===== src/rtl/pc_unit.sv =====
// Fetch program-counter generator: sequential fetch, hazard wait states,
// privilege-aware trap redirection, mret/sret return and a wait watchdog.
module pc_unit #(
  parameter int              XLEN         = 64,
  parameter logic [XLEN-1:0] RESET_VECTOR = '0,
  parameter int              WAIT_LIMIT   = 64,
  parameter int              CNT_W        = 8
) (
  input  logic            clk,
  input  logic            rst,
  input  logic [31:0]     if_inst,
  input  logic            if_valid,
  input  logic            mem_valid,
  input  logic            mmu_data_ready,
  input  logic            redirect_valid,
  input  logic [XLEN-1:0] redirect_target,
  input  logic            trap_valid,
  input  logic            trap_to_s,
  input  logic [XLEN-1:0] trap_cause,
  input  logic [XLEN-1:0] mtvec,
  input  logic [XLEN-1:0] stvec,
  input  logic            xret_valid,
  input  logic            xret_is_sret,
  input  logic [XLEN-1:0] mepc,
  input  logic [XLEN-1:0] sepc,
  output logic [XLEN-1:0] pc,
  output logic            fetch_en,
  output logic [1:0]      wait_state,
  output logic            hang_err
);

  typedef enum logic [1:0] {
    RUN       = 2'd0,
    CTRL_WAIT = 2'd1,
    XRET_WAIT = 2'd2,
    TRAP_WAIT = 2'd3
  } state_t;

  localparam logic [CNT_W-1:0] LIMIT = CNT_W'(WAIT_LIMIT);

  state_t          state_reg;
  logic [XLEN-1:0] pc_reg;
  logic [CNT_W-1:0] cnt_reg;
  logic            hang_reg;

  logic            stall;
  logic [XLEN-1:0] tvec;
  logic [XLEN-1:0] tvec_base;
  logic [XLEN-1:0] trap_target;
  logic [6:0]      opcode;
  logic            is_ctrl;
  logic            is_xret;
  logic            is_trap;
  logic [CNT_W-1:0] cnt_next;

  assign stall = mem_valid & ~mmu_data_ready;

  always_comb begin
    tvec      = trap_to_s ? stvec : mtvec;
    tvec_base = {tvec[XLEN-1:2], 2'b00};
    // Vectored mode only applies to interrupts; 4*cause wraps at XLEN bits.
    if (tvec[1:0] == 2'b01 && trap_cause[XLEN-1])
      trap_target = tvec_base + XLEN'({trap_cause[XLEN-2:0], 2'b00});
    else
      trap_target = tvec_base;
  end

  always_comb begin
    opcode  = if_inst[6:0];
    is_ctrl = (opcode == 7'b1101111) || (opcode == 7'b1100111) ||
              (opcode == 7'b1100011);
    is_xret = (if_inst == 32'h3020_0073) || (if_inst == 32'h1020_0073);
    is_trap = (if_inst == 32'h0000_0073) || (if_inst == 32'hC000_1073);
    cnt_next = (cnt_reg == LIMIT) ? cnt_reg : cnt_reg + CNT_W'(1);
  end

  always_ff @(posedge clk) begin
    if (rst) begin
      pc_reg    <= RESET_VECTOR;
      state_reg <= RUN;
      cnt_reg   <= '0;
      hang_reg  <= 1'b0;
    end else if (trap_valid) begin
      pc_reg    <= trap_target;
      state_reg <= RUN;
      cnt_reg   <= '0;
    end else if (xret_valid) begin
      pc_reg    <= xret_is_sret ? sepc : mepc;
      state_reg <= RUN;
      cnt_reg   <= '0;
    end else if (state_reg == CTRL_WAIT && redirect_valid) begin
      pc_reg    <= redirect_target;
      state_reg <= RUN;
      cnt_reg   <= '0;
    end else if (!stall) begin
      if (state_reg == RUN) begin
        if (if_valid) begin
          if (is_ctrl)      state_reg <= CTRL_WAIT;
          else if (is_xret) state_reg <= XRET_WAIT;
          else if (is_trap) state_reg <= TRAP_WAIT;
          else              pc_reg    <= pc_reg + XLEN'(4);
        end
      end else begin
        // Watchdog only flags; recovery is left to trap/xret/redirect or reset.
        cnt_reg <= cnt_next;
        if (cnt_next == LIMIT) hang_reg <= 1'b1;
      end
    end
  end

  assign pc         = pc_reg;
  assign wait_state = state_reg;
  assign hang_err   = hang_reg;
  assign fetch_en   = (state_reg == RUN) & ~stall;

endmodule

===== config.mk =====
export PLATFORM = sky130hd
export DESIGN_NAME = pc_unit
export DESIGN_NICKNAME = d
export VERILOG_FILES = /design/src/rtl/pc_unit.sv
export SDC_FILE = /design/constraint.sdc
export NUM_CORES = 1
export LEC_CHECK = 0
export CORE_UTILIZATION = 30
export DETAILED_ROUTE_END_ITERATION = 8
export PLACE_DENSITY = 0.58
export SLEW_MARGIN = 15
export SYNTH_ARGS = -nofsm -noshare
export SYNTH_HDL_FRONTEND = slang
export SYNTH_SLANG_ARGS = --single-unit

===== constraint.sdc =====
create_clock -name clk -period 9.45 [get_ports clk]
set_clock_uncertainty 0.2 [all_clocks]
set_input_delay 2.835 -clock clk [delete_from_list [all_inputs] [get_ports clk]]
set_output_delay 2.835 -clock clk [all_outputs]
set_load 0.02 [all_outputs]

==> impl_metrics.env <==
export IMPL_fp_dieW_um=201
export IMPL_yosysTopAreaCell="dfxtp_1"
export IMPL_core_area_mm2=0.0389
export IMPL_syn_avg_cell_area_um2=7.06
export IMPL_p_leak_nw=6.50
export IMPL_p_clk_share_pct=22.3
export IMPL_cts_sinks=75
export IMPL_htreeDepth=3
export IMPL_synth_area_leaders="dfxtp_1 (13%), mux2_2 (7.3%), a21oi_1 (6.7%), ha_1 (6.7%), nand2_1 (6.2%)"
export IMPL_post_drt_via_cell_ratio=5.86
export IMPL_cts_resized=0
export IMPL_synth_top_family_by_area="compound AO/OA/AOI/OAI gates"
export IMPL_synth_top_area_share_pct=12.6
export IMPL_num_io_pins=494
export IMPL_clk_latency_ps=350
export IMPL_relSlewSlack_pct=31.6
export IMPL_status="finished, final reports clean"
export IMPL_synth_compound_area_share_pct=29.7
export IMPL_synth_simple_area_share_pct=25.6
export IMPL_tightest_slew_ps=1020
export IMPL_place_gp_congestion=0.959
export IMPL_row_count=72
export IMPL_swShare_pct=41.7
export IMPL_synthArstFlopShare_pct=0
export IMPL_ys_seq_area_share_pct=12.6
export IMPL_start_kind="input pin"
export IMPL_yosysUniqueCellTypes=87
export IMPL_cts_buffers=9
export IMPL_antenna_left=0
export IMPL_via_count=15320
export IMPL_ys_warnings_count=0
export IMPL_cp_max_fo=4
export IMPL_grt_met2_usage_pct=48.3
export IMPL_drive_above_1_share_pct=6.73
export IMPL_cts_setup_buffers=0
export IMPL_hold_buffers=0
export IMPL_firstDrtPassIters=5
export IMPL_power_density_mw_per_mm2=100
export IMPL_antenna_found_initial=1
export IMPL_drv_slew=0
export IMPL_fin_crit_sh_pct=76.7
export IMPL_dp_hpwl_um=52100
export IMPL_fin_nets=2581
export IMPL_crit_required_ps=6420
export IMPL_muxShareOfSynthArea_pct=12.1
export IMPL_synth_most_common_cell="nand2_1"
export IMPL_postRouteWirelength_um=64100
export IMPL_ys_ff_latch=75
export IMPL_p_int_mw=1.01
export IMPL_finalWorstSetupSlack_ps=2200
export IMPL_portBuffers=492
export IMPL_crit_arrival_ps=4220
export IMPL_track_usage_pct=30.3
export IMPL_cts_root_buf="clkbuf_16"
export IMPL_syn_cell_area_mm2=0.0119
export IMPL_synthesis_nets=2178
export IMPL_pwr_share_comb_pct=54.8
export IMPL_hp_class="flip-flop to flip-flop"
export IMPL_hold_slack_ps=294
export IMPL_overflow=0
export IMPL_setup_viol=0
export IMPL_final_fill_count=4024
export IMPL_synthAdderAreaFrac_pct=6.90
export IMPL_top_usage_layer="met2"
export IMPL_final_setup_tns_ps=0
export IMPL_cts_tree="done"
export IMPL_path_clk_slew_ps=70
export IMPL_largest_reg_flops=64
export IMPL_synth_edf_count=0
export IMPL_die_height_um=201
export IMPL_met1_usage_pct=43.2
export IMPL_pwr_share_seq_pct=22.9
export IMPL_drc_errors=0
export IMPL_grt_max_degree=81
export IMPL_max_freq_mhz=138
export IMPL_syn_inst=1687
export IMPL_drv_cap=0
export IMPL_rsz0062_at_grt="false"
export IMPL_p_sw_uw=724
export IMPL_ys_flop_type="dfxtp_1"
export IMPL_min_period_ps=7250
export IMPL_synthTopCellsByCount="nand2_1 (197), a21oi_1 (160), nor2_1 (156)"
export IMPL_critical_path_class="input pin to output port"
export IMPL_initial_utilization_pct=30.6
export IMPL_grt_pass1_wl_um=93400
export IMPL_first_global_vias=14223
export IMPL_area_growth_pct=45.9
export IMPL_ir_drop_mv=0.0865
export IMPL_wire_per_inst_um=24.5
export IMPL_drt_initial_drc_count=1738
export IMPL_gr_usage_met3_pct=4.47
export IMPL_dieArea_mm2=0.0405
export IMPL_hold_viol_final=0
export IMPL_cts_max_path_buffers=2
export IMPL_dpl_worst_slack_ps=2060
export IMPL_crit_path_end_kind="output port"
export IMPL_synthXorXnorAreaFrac_pct=7.28
## cell families (layout without fill, tap and decap cells)
group | after synthesis | count (layout)
flip-flops | 75 | 75
XOR/XNOR | 99 | 99
buffers and inverters | 149 | 557
AND/OR/NAND/NOR | 627 | 627
adder cells (fa/ha/maj) | 65 | 65
other | 0 | 1
AO/OA/AOI/OAI | 538 | 538
multiplexers | 134 | 134
## critical path, stage by stage
cell	delay (ps)
clkdlybuf4s50_1	450
nor2b_1	300
nor3_1	80
clkdlybuf4s50_1	560
## layout by cell type, fill, tap and decap left out, types with 31 or more instances in the layout
cell type and count:
a211oi_1 50, a21oi_1 160, xnor2_1 44, ha_1 64, nand4_1 48, a21o_1 38, and3_1 31, o21ai_0 96
xor2_1 55, nor2_1 155, nand3_1 56, mux2i_1 56, clkdlybuf4s50_1 488, dfxtp_1 75, nor3_1 46, mux2_2 77
nand2_1 197
## per-layer routing
layer,up-vias,part of all wire (%)
met4,0,1.6
met5,-,0
met3,51,8.4
met2,750,45
met1,7345,45
li1,7174,-
## final timing paths
check,from,endpoint,slack [ps],cells after the start
worst max-delay path,mem_valid,fetch_en,2200,4
worst max register to register,wait_state[1],pc[50],5900,9
worst min register to register,hang_err,hang_err,290,1
worst min-delay path,hang_err,hang_err,290,1
## power groups by stage
stage	combinational (mW)	sequential, mW	clock [mW]
6_report	0.953	0.397	0.387
5_1_grt	1.01	0.400	0.400
4_1_cts	0.937	0.395	0.389
3_5_place_dp	0.931	0.402	0
3_3_place_gp	0.930	0.401	0
2_1_floorplan	0.482	0.416	0
## metrics by stage
step,std cells,power [mW],instance area [um2],util [%]
after floorplan,1687,0.898,11900,-
after global placement,2597,1.33,17000,43.8
after detailed placement,2597,1.33,17000,43.8
after CTS,2613,1.72,17400,44.6
after global routing,2614,1.81,17400,44.6
final,2614,1.74,17400,44.6
## cell type report
class | count | area, um2 | area share, %
diodes | 1 | 2.50 | 0.0144
clock buffers | 10 | 229 | 1.32
clock inverters | 6 | 90.1 | 0.519
inverters | 31 | 116 | 0.670
multi-input cells | 1463 | 9720 | 56.0
flip-flops and latches | 75 | 1500 | 8.65
well taps | 518 | 648 | 3.73
repair buffers | 510 | 5060 | 29.1
Note: power is estimated with default switching activity, not from simulation.
